### src/rtl/multicycle_ctrl_pkg.sv
// Shared definitions for the multicycle controller, its datapath and its bench.
// Holds the opcode/funct constants, the ALU operation encodings, the FSM state
// enumeration and the record of registered decode controls.
package multicycle_ctrl_pkg;

  localparam logic [5:0] OP_RTYPE  = 6'b000000;
  localparam logic [5:0] OP_BEQ    = 6'b000100;
  localparam logic [5:0] OP_BNE    = 6'b000101;
  localparam logic [5:0] OP_ADDI   = 6'b001000;
  localparam logic [5:0] OP_SLTIU  = 6'b001011;
  localparam logic [5:0] OP_ORI    = 6'b001101;
  localparam logic [5:0] OP_LUI    = 6'b001111;
  localparam logic [5:0] FUNCT_SRA = 6'b000011;

  typedef enum logic [2:0] {
    ALU_ADD   = 3'b000,
    ALU_BEQ   = 3'b001,
    ALU_RTYPE = 3'b010,
    ALU_LUI   = 3'b011,
    ALU_OR    = 3'b100,
    ALU_BNE   = 3'b101,
    ALU_SLTU  = 3'b110
  } alu_op_e;

  typedef enum logic [2:0] {
    ST_FETCH   = 3'd0,
    ST_DECODE  = 3'd1,
    ST_EXEC_R  = 3'd2,
    ST_EXEC_I  = 3'd3,
    ST_EXEC_BR = 3'd4,
    ST_WB      = 3'd5
  } state_e;

  typedef enum logic [1:0] {
    CLS_ILLEGAL = 2'd0,
    CLS_R       = 2'd1,
    CLS_I       = 2'd2,
    CLS_BR      = 2'd3
  } instr_class_e;

  typedef struct packed {
    alu_op_e alu_op;
    logic    alu_src;
    logic    reg_dst;
    logic    shift;
    logic    se;
  } ctrl_dec_t;

endpackage

### src/rtl/ctrl_decode_table.sv
// Combinational instruction decode table.
// Ports:
//   op_i    - opcode field
//   funct_i - funct field (only meaningful for R-type)
//   dec_o   - datapath controls for the instruction (all zero when unsupported)
//   cls_o   - instruction class, CLS_ILLEGAL for unsupported opcodes
module ctrl_decode_table
  import multicycle_ctrl_pkg::*;
(
  input  logic [5:0]   op_i,
  input  logic [5:0]   funct_i,
  output ctrl_dec_t    dec_o,
  output instr_class_e cls_o
);

  always_comb begin
    dec_o = '0;
    cls_o = CLS_ILLEGAL;
    case (op_i)
      OP_RTYPE: begin
        dec_o.alu_op  = ALU_RTYPE;
        dec_o.reg_dst = 1'b1;
        dec_o.shift   = (funct_i == FUNCT_SRA);
        cls_o         = CLS_R;
      end
      OP_BEQ: begin
        dec_o.alu_op = ALU_BEQ;
        dec_o.se     = 1'b1;
        cls_o        = CLS_BR;
      end
      OP_BNE: begin
        dec_o.alu_op = ALU_BNE;
        dec_o.se     = 1'b1;
        cls_o        = CLS_BR;
      end
      OP_ADDI: begin
        dec_o.alu_op  = ALU_ADD;
        dec_o.alu_src = 1'b1;
        dec_o.se      = 1'b1;
        cls_o         = CLS_I;
      end
      OP_SLTIU: begin
        dec_o.alu_op  = ALU_SLTU;
        dec_o.alu_src = 1'b1;
        cls_o         = CLS_I;
      end
      OP_ORI: begin
        dec_o.alu_op  = ALU_OR;
        dec_o.alu_src = 1'b1;
        cls_o         = CLS_I;
      end
      OP_LUI: begin
        dec_o.alu_op  = ALU_LUI;
        dec_o.alu_src = 1'b1;
        dec_o.se      = 1'b1;
        cls_o         = CLS_I;
      end
      default: begin
        dec_o = '0;
        cls_o = CLS_ILLEGAL;
      end
    endcase
  end

endmodule

### src/rtl/multicycle_ctrl.sv
// Multicycle processor control unit: FETCH / DECODE / EXEC / WB sequencer,
// registered decode controls and a retired-instruction counter.
// Ports:
//   clk_i, rst_i          - clock, synchronous active-high reset
//   imem_ready_i          - instruction word valid (FETCH advances on it)
//   hold_i                - freeze: state, decode regs and counter hold, strobes low
//   instr_op_i, funct_i   - opcode/funct of the current instruction word
//   zero_i                - ALU zero flag, used for branch resolution
//   IRWrite_o, PCWrite_o  - FETCH strobes
//   PCSrc_o               - branch taken strobe in EXEC_BR
//   RegWrite_o            - register write strobe in WB
//   ALU_op_o .. SE_o      - registered decode controls, loaded in DECODE
//   instr_done_o          - retire pulse; illegal_o - unsupported opcode pulse
//   state_o               - current state; instr_cnt_o - retired count (wraps)
module multicycle_ctrl
  import multicycle_ctrl_pkg::*;
(
  input  logic        clk_i,
  input  logic        rst_i,
  input  logic        imem_ready_i,
  input  logic        hold_i,
  input  logic [5:0]  instr_op_i,
  input  logic [5:0]  funct_i,
  input  logic        zero_i,
  output logic        IRWrite_o,
  output logic        PCWrite_o,
  output logic        PCSrc_o,
  output logic        RegWrite_o,
  output logic [2:0]  ALU_op_o,
  output logic        ALUSrc_o,
  output logic        RegDst_o,
  output logic        shift_o,
  output logic        SE_o,
  output logic        instr_done_o,
  output logic        illegal_o,
  output logic [2:0]  state_o,
  output logic [31:0] instr_cnt_o
);

  state_e       state_q, state_d;
  ctrl_dec_t    dec_q, dec_d;
  logic [31:0]  instr_cnt_q, instr_cnt_d;
  ctrl_dec_t    tbl_dec;
  instr_class_e tbl_cls;
  logic         go;

  ctrl_decode_table u_decode (
    .op_i    (instr_op_i),
    .funct_i (funct_i),
    .dec_o   (tbl_dec),
    .cls_o   (tbl_cls)
  );

  // Strobes are issued from the current state while not held; since held
  // states keep their _q values, the same strobes reissue once hold_i drops.
  // No strobe is issued in a cycle where reset is being applied.
  assign go = !hold_i && !rst_i;

  always_comb begin
    state_d      = state_q;
    dec_d        = dec_q;
    instr_cnt_d  = instr_cnt_q;
    IRWrite_o    = 1'b0;
    PCWrite_o    = 1'b0;
    PCSrc_o      = 1'b0;
    RegWrite_o   = 1'b0;
    instr_done_o = 1'b0;
    illegal_o    = 1'b0;
    case (state_q)
      ST_FETCH: begin
        if (go && imem_ready_i) begin
          IRWrite_o = 1'b1;
          PCWrite_o = 1'b1;
          state_d   = ST_DECODE;
        end
      end
      ST_DECODE: begin
        if (go) begin
          dec_d = tbl_dec;
          case (tbl_cls)
            CLS_R:   state_d = ST_EXEC_R;
            CLS_I:   state_d = ST_EXEC_I;
            CLS_BR:  state_d = ST_EXEC_BR;
            default: begin
              illegal_o = 1'b1;
              state_d   = ST_FETCH;
            end
          endcase
        end
      end
      ST_EXEC_R, ST_EXEC_I: begin
        if (go) state_d = ST_WB;
      end
      ST_EXEC_BR: begin
        if (go) begin
          // beq/bne distinguished by the registered ALU op, not the live opcode
          PCSrc_o      = (dec_q.alu_op == ALU_BNE) ? ~zero_i : zero_i;
          instr_done_o = 1'b1;
          state_d      = ST_FETCH;
        end
      end
      ST_WB: begin
        if (go) begin
          RegWrite_o   = 1'b1;
          instr_done_o = 1'b1;
          state_d      = ST_FETCH;
        end
      end
      default: state_d = ST_FETCH;
    endcase
    if (instr_done_o) instr_cnt_d = instr_cnt_q + 32'd1;
  end

  always_ff @(posedge clk_i) begin
    if (rst_i) begin
      state_q     <= ST_FETCH;
      dec_q       <= '0;
      instr_cnt_q <= '0;
    end else begin
      state_q     <= state_d;
      dec_q       <= dec_d;
      instr_cnt_q <= instr_cnt_d;
    end
  end

  assign ALU_op_o    = dec_q.alu_op;
  assign ALUSrc_o    = dec_q.alu_src;
  assign RegDst_o    = dec_q.reg_dst;
  assign shift_o     = dec_q.shift;
  assign SE_o        = dec_q.se;
  assign state_o     = state_q;
  assign instr_cnt_o = instr_cnt_q;

endmodule

### config.mk
export PLATFORM = sky130hd
export DESIGN_NAME = multicycle_ctrl
export DESIGN_NICKNAME = d
export VERILOG_FILES = /design/src/rtl/multicycle_ctrl_pkg.sv /design/src/rtl/ctrl_decode_table.sv /design/src/rtl/multicycle_ctrl.sv
export SDC_FILE = /design/constraint.sdc
export NUM_CORES = 1
export LEC_CHECK = 0
export BUFFER_PORTS_ARGS = -buffer_cell sky130_fd_sc_hd__buf_2
export CAP_MARGIN = 20
export CORE_MARGIN = 2
export CORE_UTILIZATION = 25
export CTS_CLUSTER_SIZE = 28
export DETAILED_ROUTE_END_ITERATION = 6
export PLACE_DENSITY = 0.55
export SLEW_MARGIN = 10
export SYNTH_ARGS = -nofsm -noshare
export SYNTH_HDL_FRONTEND = slang
export SYNTH_HIERARCHICAL = 1
export SYNTH_SLANG_ARGS = --single-unit
### constraint.sdc
create_clock -name clk_i -period 6.7 [get_ports clk_i]
set_clock_uncertainty 0.2 [all_clocks]
set_input_delay 1.34 -clock clk_i [delete_from_list [all_inputs] [get_ports clk_i]]
set_output_delay 1.34 -clock clk_i [all_outputs]
set_load 0.01 [all_outputs]
* After elaboration in Yosys (flattened, before gate mapping)
Index checks and enable logic that the tools add are counted.
** Storage, ports and cells
- Bits in registers :: 42
- Input port bits :: 17
- Logic and storage cells :: 65
- Memory bits (writable) :: 0
- ROM bits :: 0
- Memories :: 0
- Bits in latches :: 0
- Output and inout port bits :: 48
** Cells by class
- Divide/modulo/power cells :: 0
- Reductions and logical operators :: 14
- Mux-type cells :: 22
- Equality and inequality tests :: 20
- Shift-type cells :: 0
- Add/sub/neg operators :: 1
- Multipliers :: 0
- Bitwise operators :: 1
- Order comparisons :: 0
** Operators with widths (count)
- 32-bit by 1-bit adder with 32-bit output (second input constant) :: 1
- 6-bit by 4-bit == test with 1-bit output (second input constant) :: 4
- 3-bit one-hot mux with 6 select lines :: 1
- 1-bit two-way mux :: 13
- 6-bit by 3-bit == test with 1-bit output (second input constant) :: 2
- 3-bit two-way mux :: 4
- 3-bit one-hot mux with 4 select lines :: 1
- 3-bit == test (second input constant) :: 3
- 3-bit one-hot mux with 3 select lines :: 1
- 4-bit OR reduction :: 2
- 3-bit by 2-bit == test with 1-bit output (second input constant) :: 2
- 6-bit by 2-bit == test with 1-bit output (second input constant) :: 1
- 6-bit zero test :: 1
- 2-bit != test (second input constant) :: 3
- 2-bit one-hot mux with 3 select lines :: 1
- 2-bit OR reduction :: 3
- 2-bit == test (second input constant) :: 2
- 4-bit AND reduction :: 1
- 3-bit by 1-bit == test with 1-bit output (second input constant) :: 1
- 3-bit zero test :: 1
- 3-bit OR reduction :: 1
- 2-bit by 1-bit == test with 1-bit output (second input constant) :: 1
- 1-bit logical AND :: 2
- 1-bit zero test :: 2
- other kinds (4) :: 4

* Depth between registers and ports, before layout
Gate-level depths: netlist of the first run.
- Depth after elaboration :: 8
- Gate-level depth with buffers :: 9
- Depth with buffers taken out :: 8

* Hierarchy
Netlist of the first run, hierarchy kept.
** By module, submodules not included
- multicycle_ctrl :: times used 1, cells an instance 241, area each 2010.7 µm², sequential area each 840.8 µm²
- ctrl_decode_table :: times used 1, cells an instance 29, area each 182.7 µm², sequential area each 0.0 µm²

* Worst setup path before layout of the first run
No wires, ideal clock.
- Path type :: input to output
- Start :: input rst_i
- End :: output RegWrite_o
- Data required time :: 5.160 ns
- Slack :: 2.614 ns
- Cell stages on the path :: 5
- Arrival :: 2.546 ns
- Cells stage by stage :: buf_6 or4b_4 clkbuf_1 inv_1 and2_1
** Between the ends
- Longest elaborated chain between the ends :: 4
** Ends and longest elaborated chain
- from (decl) :: line multicycle_ctrl.sv:19 : input logic rst_i,
- 1-bit zero test :: line multicycle_ctrl.sv:57 : assign go = !hold_i && !rst_i;
- 1-bit logical AND :: line multicycle_ctrl.sv:57
- 1-bit two-way mux :: line multicycle_ctrl.sv:103 : if (go) begin
- 1-bit two-way mux :: line multicycle_ctrl.sv:69 : case (state_q)
- to (decl) :: line multicycle_ctrl.sv:28 : output logic RegWrite_o,
No other way between the ends.

* Worst setup path in the final report of the first run
Ends and elaborated chain as after synthesis.

==> results of run 1 <==
==> worst min path at each step <==
stage	start	endpoint	cells after the start
global route	instr_cnt_o[31]	instr_cnt_o[31]	2
global placement	instr_cnt_o[31]	instr_cnt_o[31]	2
finish	instr_cnt_o[31]	instr_cnt_o[31]	2
CTS	instr_cnt_o[31]	instr_cnt_o[31]	2
detailed placement	instr_cnt_o[31]	instr_cnt_o[31]	2
floorplan	instr_cnt_o[31]	instr_cnt_o[31]	2
==> routing by layer <==
metal / global-route usage, % / up-vias
met4: 3.21 / 0
met2: 19.0 / 56
met5: 0 / -
met3: 2.81 / 4
li1: - / 1091
met1: 14.0 / 970
==> layout by cell type (no fill, tap or decap) <==
| cell type | instances |
|---|---|
| a21oi_1 | 29 |
| dfxtp_1 | 42 |
| inv_1 | 17 |
| nor2_1 | 18 |
| and4_1 | 6 |
| nor4b_1 | 1 |
| and2_1 | 1 |
| nand3_1 | 12 |
| xor2_1 | 4 |
| xnor2_1 | 7 |
| nor4_1 | 4 |
| and3_1 | 3 |
| o21ai_0 | 18 |
| nand3b_1 | 10 |
| clkbuf_1 | 1 |
| nor2_4 | 1 |
| bufinv_16 | 1 |
| nor3_1 | 4 |
| or4_4 | 2 |
| buf_2 | 64 |
| and4b_1 | 1 |
| clkinvlp_4 | 1 |
| o31ai_1 | 13 |
| a31oi_1 | 2 |
| clkbuf_8 | 5 |
| or3_1 | 10 |
| a21boi_0 | 1 |
| ha_1 | 4 |
| or4b_4 | 1 |
| or4_1 | 14 |
| nand2_1 | 16 |
| o221a_2 | 1 |
| or2_2 | 1 |
| nand4_1 | 9 |
==> through the flow <==
step | hold slack (ns) | power [uW] | std cells | area (sq um) | setup WS, ns
floorplan | 0.296 | 273 | 270 | 2190 | 2.61
global placement | 0.261 | 281 | 424 | 2550 | 2.33
detailed placement | 0.268 | 281 | 424 | 2550 | 2.30
CTS | 0.281 | 482 | 432 | 2660 | 2.30
global route | 0.292 | 495 | 432 | 2660 | 2.21
finish | 0.282 | 474 | 432 | 2660 | 2.31
==> where the power goes <==
group | switching [uW] | internal (uW) | leakage, uW
logic | 14.4 | 9.38 | 0.000619
clock network | 88.0 | 111 | 0.0000514
registers | 1.15 | 250 | 0.000338
total | 104 | 371 | 0.00101
==> final cells by class <==
class	instances	area share, %
clock buffers	6	2.73
clock inverters	2	1.41
inverters	17	2.40
multi-input cells	193	44.8
flip-flops and latches	42	31.6
well taps	108	5.08
repair buffers	64	12.0
==> flip-flops by register name, summed over array words and instances (netlist names) <==
name	cells
ALU_op_o	3
state_o	3
RegDst_o	1
shift_o	1
SE_o	1
instr_cnt_o	32
ALUSrc_o	1
==> logic make-up (layout without fill, tap and decap cells) <==
family / after synthesis / in the layout
AND/OR/NAND/NOR: 114 / 114
AO/OA/AOI/OAI: 64 / 64
flip-flops: 42 / 42
buffers and inverters: 35 / 89
XOR/XNOR: 11 / 11
adder cells (fa/ha/maj): 4 / 4
==> critical path, stage by stage <==
cell	delay [ns]
buf_2	0.35
or4b_4	0.70
inv_1	0.19
and2_1	0.15
buf_2	0.12
==> summary.md, run 1 <==
| Metric | Value |
|---|---|
| Router iterations before antenna repair | `4` |
| FF-to-FF Start | `state_o[2]` |
| Port bufs | `64` |
| Final design utilization | `between 30% and 40%` |
| Fraction of the mapped netlist area in adder cells | `roughly 2.3%` |
| DR vias | `between 2000 and 2500` |
| Synth warn | `6` |
| Max layer used | `met4` |
| Clk Latency, worst-skew pair | `between 0.2 and 0.3 ns` |
| CP endpoint | `RegWrite_o` |
| Post-synthesis sequential area ratio | `a little under two fifths` |
| Complex-gate fraction of the synthesized area | `between 10% and 20%` |
| Placer Congestion | `about 0.75` |
| First-pass GRT wire length | `8.96 mm` |
| Area leader, netlist | `dfxtp_1` |
| Post-CTS resize count | `0` |
| R2r setup slk | `4.01 ns` |
| RSZ-0062 raised after global routing | `false` |
| Post-synthesis register bit count | `between 40 and 50` |
| Initial antenna violation count | `0` |
| Max-slew headroom | `a little under half` |
| Sink Count | `42` |
| H-tree levels | `2` |
| Worst-Margin Slew | `~0.78 ns` |
| Post-synthesis mux area share | `0%` |
| CTS Buffer Depth | `2` |
| Clock-pin slew on the worst setup and hold paths | `0.08 ns` |
| GR Overflow Total | `0` |
| Final hold violations | `0` |
| ANT cells | `0` |
| Total CTS buffers | `5` |
| Prevailing post-synth register cell | `dfxtp_1` |
| Top post-synthesis cells by area | `dfxtp_1 38%, a21oi_1 6.6%, or4_1 4.8%` |
| Die Area | `9540 sq um` |
| Fmax | `~230 MHz` |
| Mapped Area | `2190 sq um` |
| Post-Route WL | `5.44 mm` |
| Hold crit path type | `flip-flop to flip-flop` |
| Arrival @ worst endpoint | `2.85 ns` |
| Rows | `34` |
| CP Capture Type | `output port` |
| Final cycle utilization of the critical path | `between 60% and 70%` |
| Synthesized Nets | `291` |
| Synth Area per Inst | `just over 8 sq um` |
| HPWL Detailed | `approximately 4 mm` |
| Async S/R FF share, synth | `0%` |
| Crit Path Max Fanout | `43` |
| Post-synthesis simple-gate area fraction | `31.1%` |
| Status | `complete, no violations` |
| Largest net degree at the start of global routing | `44` |
| Worst-case reg-to-reg path depth | `4` |
| WL per Instance | `around 13 microns` |
| Commonest cells in the netlist | `42 x dfxtp_1, 29 x a21oi_1, 18 x nor2_1, 18 x o21ai_0, 17 x inv_1` |
| Synthesized instance count | `270` |
| Seq. cell area | `between 800 and 900 sq um` |
| Hold-fix buffers, CTS | `0` |
| Initial Utilization | `between 20% and 30%` |
| Vias in the first global route | `a little under 2000` |
| First DRT Iteration DRCs | `81` |
| Main combinational cell family by area after synthesis | `simple AND/OR/NAND/NOR gates` |
| Xor and xnor area share after synthesis | `4.39%` |
| Count leader, synth | `dfxtp_1` |
| EDFF count, synth | `0` |
| # DRC | `0` |
| P_leak | `around 0.0010 uW` |
| Final min period | `about 4.4 ns` |
| Nature of the critical path startpoint | `primary input` |
| Power Density | `178 nW/um^2` |
| Final net count | `344` |
| Post-Route M1 WL | `between 2 and 3 mm` |
| Die X | `97.7 microns` |
| Fill count | `932` |
| Root buf cell | `clkbuf_8` |
| Multi-input logic area | `around 1200 sq um` |
| Peak VDD IR | `0.0000810 V` |
| Met2 routed WL | `2.59 mm` |
| Height of the die | `just under 100 microns` |
| Final setup vio count | `0` |
| Synthesis-to-finish area growth | `21.4%` |
| Critical Path RT | `just over 5 ns` |
| Total Neg Setup Slack | `0 ns` |
| Routed Antenna Nets | `0` |
| Worst setup path class | `primary input to output port` |
| WL met3 | `~250 microns` |
| Core area | `between 8000 and 9000 sq um` |
| Layout cell share with drive strength beyond 1 | `approximately a quarter` |
| Cell variety after synth | `33` |
| TritonCTS clock tree | `yes` |
| Post-CTS Setup Inserts | `0` |
| Max Cap Viol | `0` |
| Number of vias per cell | `around 5` |
| Gr usage total | `around 11%` |
| Crit path from | `rst_i` |
| End of the worst register-to-register path | `instr_cnt_o[22]` |
| Synth top area share | `about two fifths` |
| Fin. max-slew vios | `0` |
| I/O pin cnt | `65` |
Power figures use the tool's default switching activity.
==> run 2: changes to the inputs <==
Clock period 6.7 ns to 4.45 ns, I/O delays scaled along.
==> run 2 against run 1 <==
- die area unchanged
- critical path type unchanged
- highest routed layer unchanged
- via count is 0.52% higher
- sequential power is 51% higher
==> summary.md, run 2 (synthesis gave the netlist of run 1 again) <==
| Metric | Value |
|---|---|
| Status | `complete, no violations` |
| Fin cells | `431 (-0.23%)` |
| Fin. max-slew vios | `0 (unchanged)` |
| Seq. cell area | `841 sq um (unchanged)` |
| Die Area | `9540 sq um (unchanged)` |
| Final min period | `between 3 and 4 ns` |
| Router iterations before antenna repair | `4 (unchanged)` |
| Hold-fix buffers, CTS | `0 (unchanged)` |
| Post-CTS resize count | `0 (unchanged)` |
| Clock-pin slew on the worst setup and hold paths | `0.07 ns (about the same)` |
| Nature of the critical path startpoint | `primary input` |
| First DRT Iteration DRCs | `85 (+4.9%)` |
| Port bufs | `64 (unchanged)` |
| Post-Route WL | `5.32 mm (-2.4%)` |
| Final cycle utilization of the critical path | `approximately four fifths` |
| Initial antenna violation count | `0 (unchanged)` |
| Fill count | `964 (+3.4%)` |
| P_leak | `0.00100 uW (-0.76%)` |
| Final net count | `344 (unchanged)` |
| Height of the die | `97.7 microns (unchanged)` |
| GR Overflow Total | `0 (unchanged)` |
| Largest register FFs | `32 (unchanged)` |
| Final hold violations | `0 (unchanged)` |
| Total Neg Setup Slack | `0 ns (unchanged)` |
| Dpl cells | `424 (unchanged)` |
| Peak VDD IR | `0.0000893 V (+10%)` |
| Final setup vio count | `0 (unchanged)` |
| First-pass GRT wire length | `8.79 mm (-1.9%)` |
| Layout cell share with drive strength beyond 1 | `23.8% (+0.074 points)` |
| Pint | `496 uW (+34%)` |
| Max Cap Viol | `0 (unchanged)` |
| Power Density | `245 nW/um^2 (+38%)` |
| Most frequent cells in the layout | `64 x buf_2, 42 x dfxtp_1, 29 x a21oi_1, 18 x nor2_1, 18 x o21ai_0` |
| Max-slew headroom | `49.4% (+1.7 points)` |
| Total CTS buffers | `5 (unchanged)` |
| Routed Antenna Nets | `0 (unchanged)` |
| Multi-input logic area | `1190 sq um (unchanged)` |
| WL per Instance | `12.3 microns (-2.1%)` |
| Placer Congestion | `0.757 (+1.0%)` |
| Combinational share of power | `5.6% (+0.6 points)` |
| H-tree levels | `2 (unchanged)` |
| DR vias | `2132 (+0.52%)` |
| ANT cells | `0 (unchanged)` |
| Synthesis-to-finish area growth | `20.0%` |
| Rows | `34 (unchanged)` |
| Initial Utilization | `25.5% (unchanged)` |
| Sink Count | `42 (unchanged)` |
| Critical Path RT | `3.36 ns (-1.80 ns)` |
| Net Switching | `149 uW (+44%)` |
| Worst setup path class | `primary input to output port` |
| Worst-Margin Slew | `0.759 ns (-0.0249 ns)` |
| I/O pin cnt | `65 (unchanged)` |
| Clk Latency, worst-skew pair | `0.29 ns (about the same)` |
| RSZ-0062 raised after global routing | `false` |
| Core area | `8590 sq um (unchanged)` |
| Gr usage total | `10.9% (-0.30 points)` |
| CTS Buffer Depth | `2 (unchanged)` |
| Root buf cell | `clkbuf_8` |
| Vias in the first global route | `1871 (-3.8%)` |
| Switching part of the total | `23.1% (+1.3 points)` |
| Die X | `97.7 microns (unchanged)` |
| CP Capture Type | `output port` |
| Hold crit path type | `flip-flop to flip-flop` |
| Post-CTS Setup Inserts | `0 (unchanged)` |
| Number of vias per cell | `4.95 (+0.75%)` |
| Commonest non-fill, non-tap cell in the layout | `buf_2` |
| Arrival @ worst endpoint | `2.40 ns (-0.45 ns)` |
| Clock power share | `35.8% (-6.2 points)` |
| Largest net degree at the start of global routing | `44 (unchanged)` |
| HPWL Detailed | `3.82 mm (-3.2%)` |
| Sequential share of power | `58.6% (+5.6 points)` |
| Fmax | `286 MHz` |
| # DRC | `0 (unchanged)` |
| Crit Path Max Fanout | `43 (unchanged)` |
| TritonCTS clock tree | `yes` |
[run 2: area by class of cell]
type                    count  share of cell area [%]
multi-input cells         193                    45.3
clock inverters             2                   0.380
repair buffers             64                    12.2
flip-flops and latches     42                    32.0
inverters                  17                    2.43
well taps                 108                    5.14
clock buffers               5                    2.62
[run 2: critical path, stage by stage]
cell	delay (ns)
buf_2	0.34
or4b_4	0.70
inv_1	0.20
and2_1	0.15
buf_2	0.12
[run 2: worst paths after layout]
kind / start / endpoint / slack [ns] / cells after the start
worst max-delay path: rst_i / RegWrite_o / 0.96 / 5
worst min-delay path: shift_o / shift_o / 0.29 / 2
worst max register to register: state_o[1] / instr_cnt_o[22] / 1.79 / 4
worst min register to register: shift_o / shift_o / 0.29 / 2
[run 2: power groups by stage]
| stage | sequential (uW) | combinational [uW] | clock [uW] |
|---|---|---|---|
| CTS | 378 | 36.1 | 240 |
| global placement | 387 | 35.8 | 0 |
| floorplan | 387 | 24.5 | 0 |
| global route | 379 | 40.6 | 257 |
| finish | 378 | 36.0 | 231 |
| detailed placement | 387 | 36.2 | 0 |
[run 2: stage by stage]
step / cell area, sq um / utilization (%) / power (uW) / hold WS [ns] / worst slack [ns]
3_3_place_gp: 2550 / 29.7 / 423 / 0.279 / 0.853
3_5_place_dp: 2550 / 29.7 / 423 / 0.273 / 0.823
2_1_floorplan: 2190 / - / 412 / 0.296 / 1.26
5_1_grt: 2630 / 30.6 / 676 / 0.328 / 0.844
4_1_cts: 2630 / 30.6 / 654 / 0.295 / 0.938
6_report: 2630 / 30.6 / 645 / 0.286 / 0.958
[run 2: metal layers]
metal / share of wire, % / wire, microns / global-route usage [%] / vias to the layer above
met3: 5.3 / 283 / 2.88 / 6
li1: - / - / - / 1093
met5: 0 / 0 / 0 / -
met1: 49 / 2580 / 14.8 / 983
met2: 45 / 2390 / 17.1 / 50
met4: 1.1 / 61 / 2.88 / 0
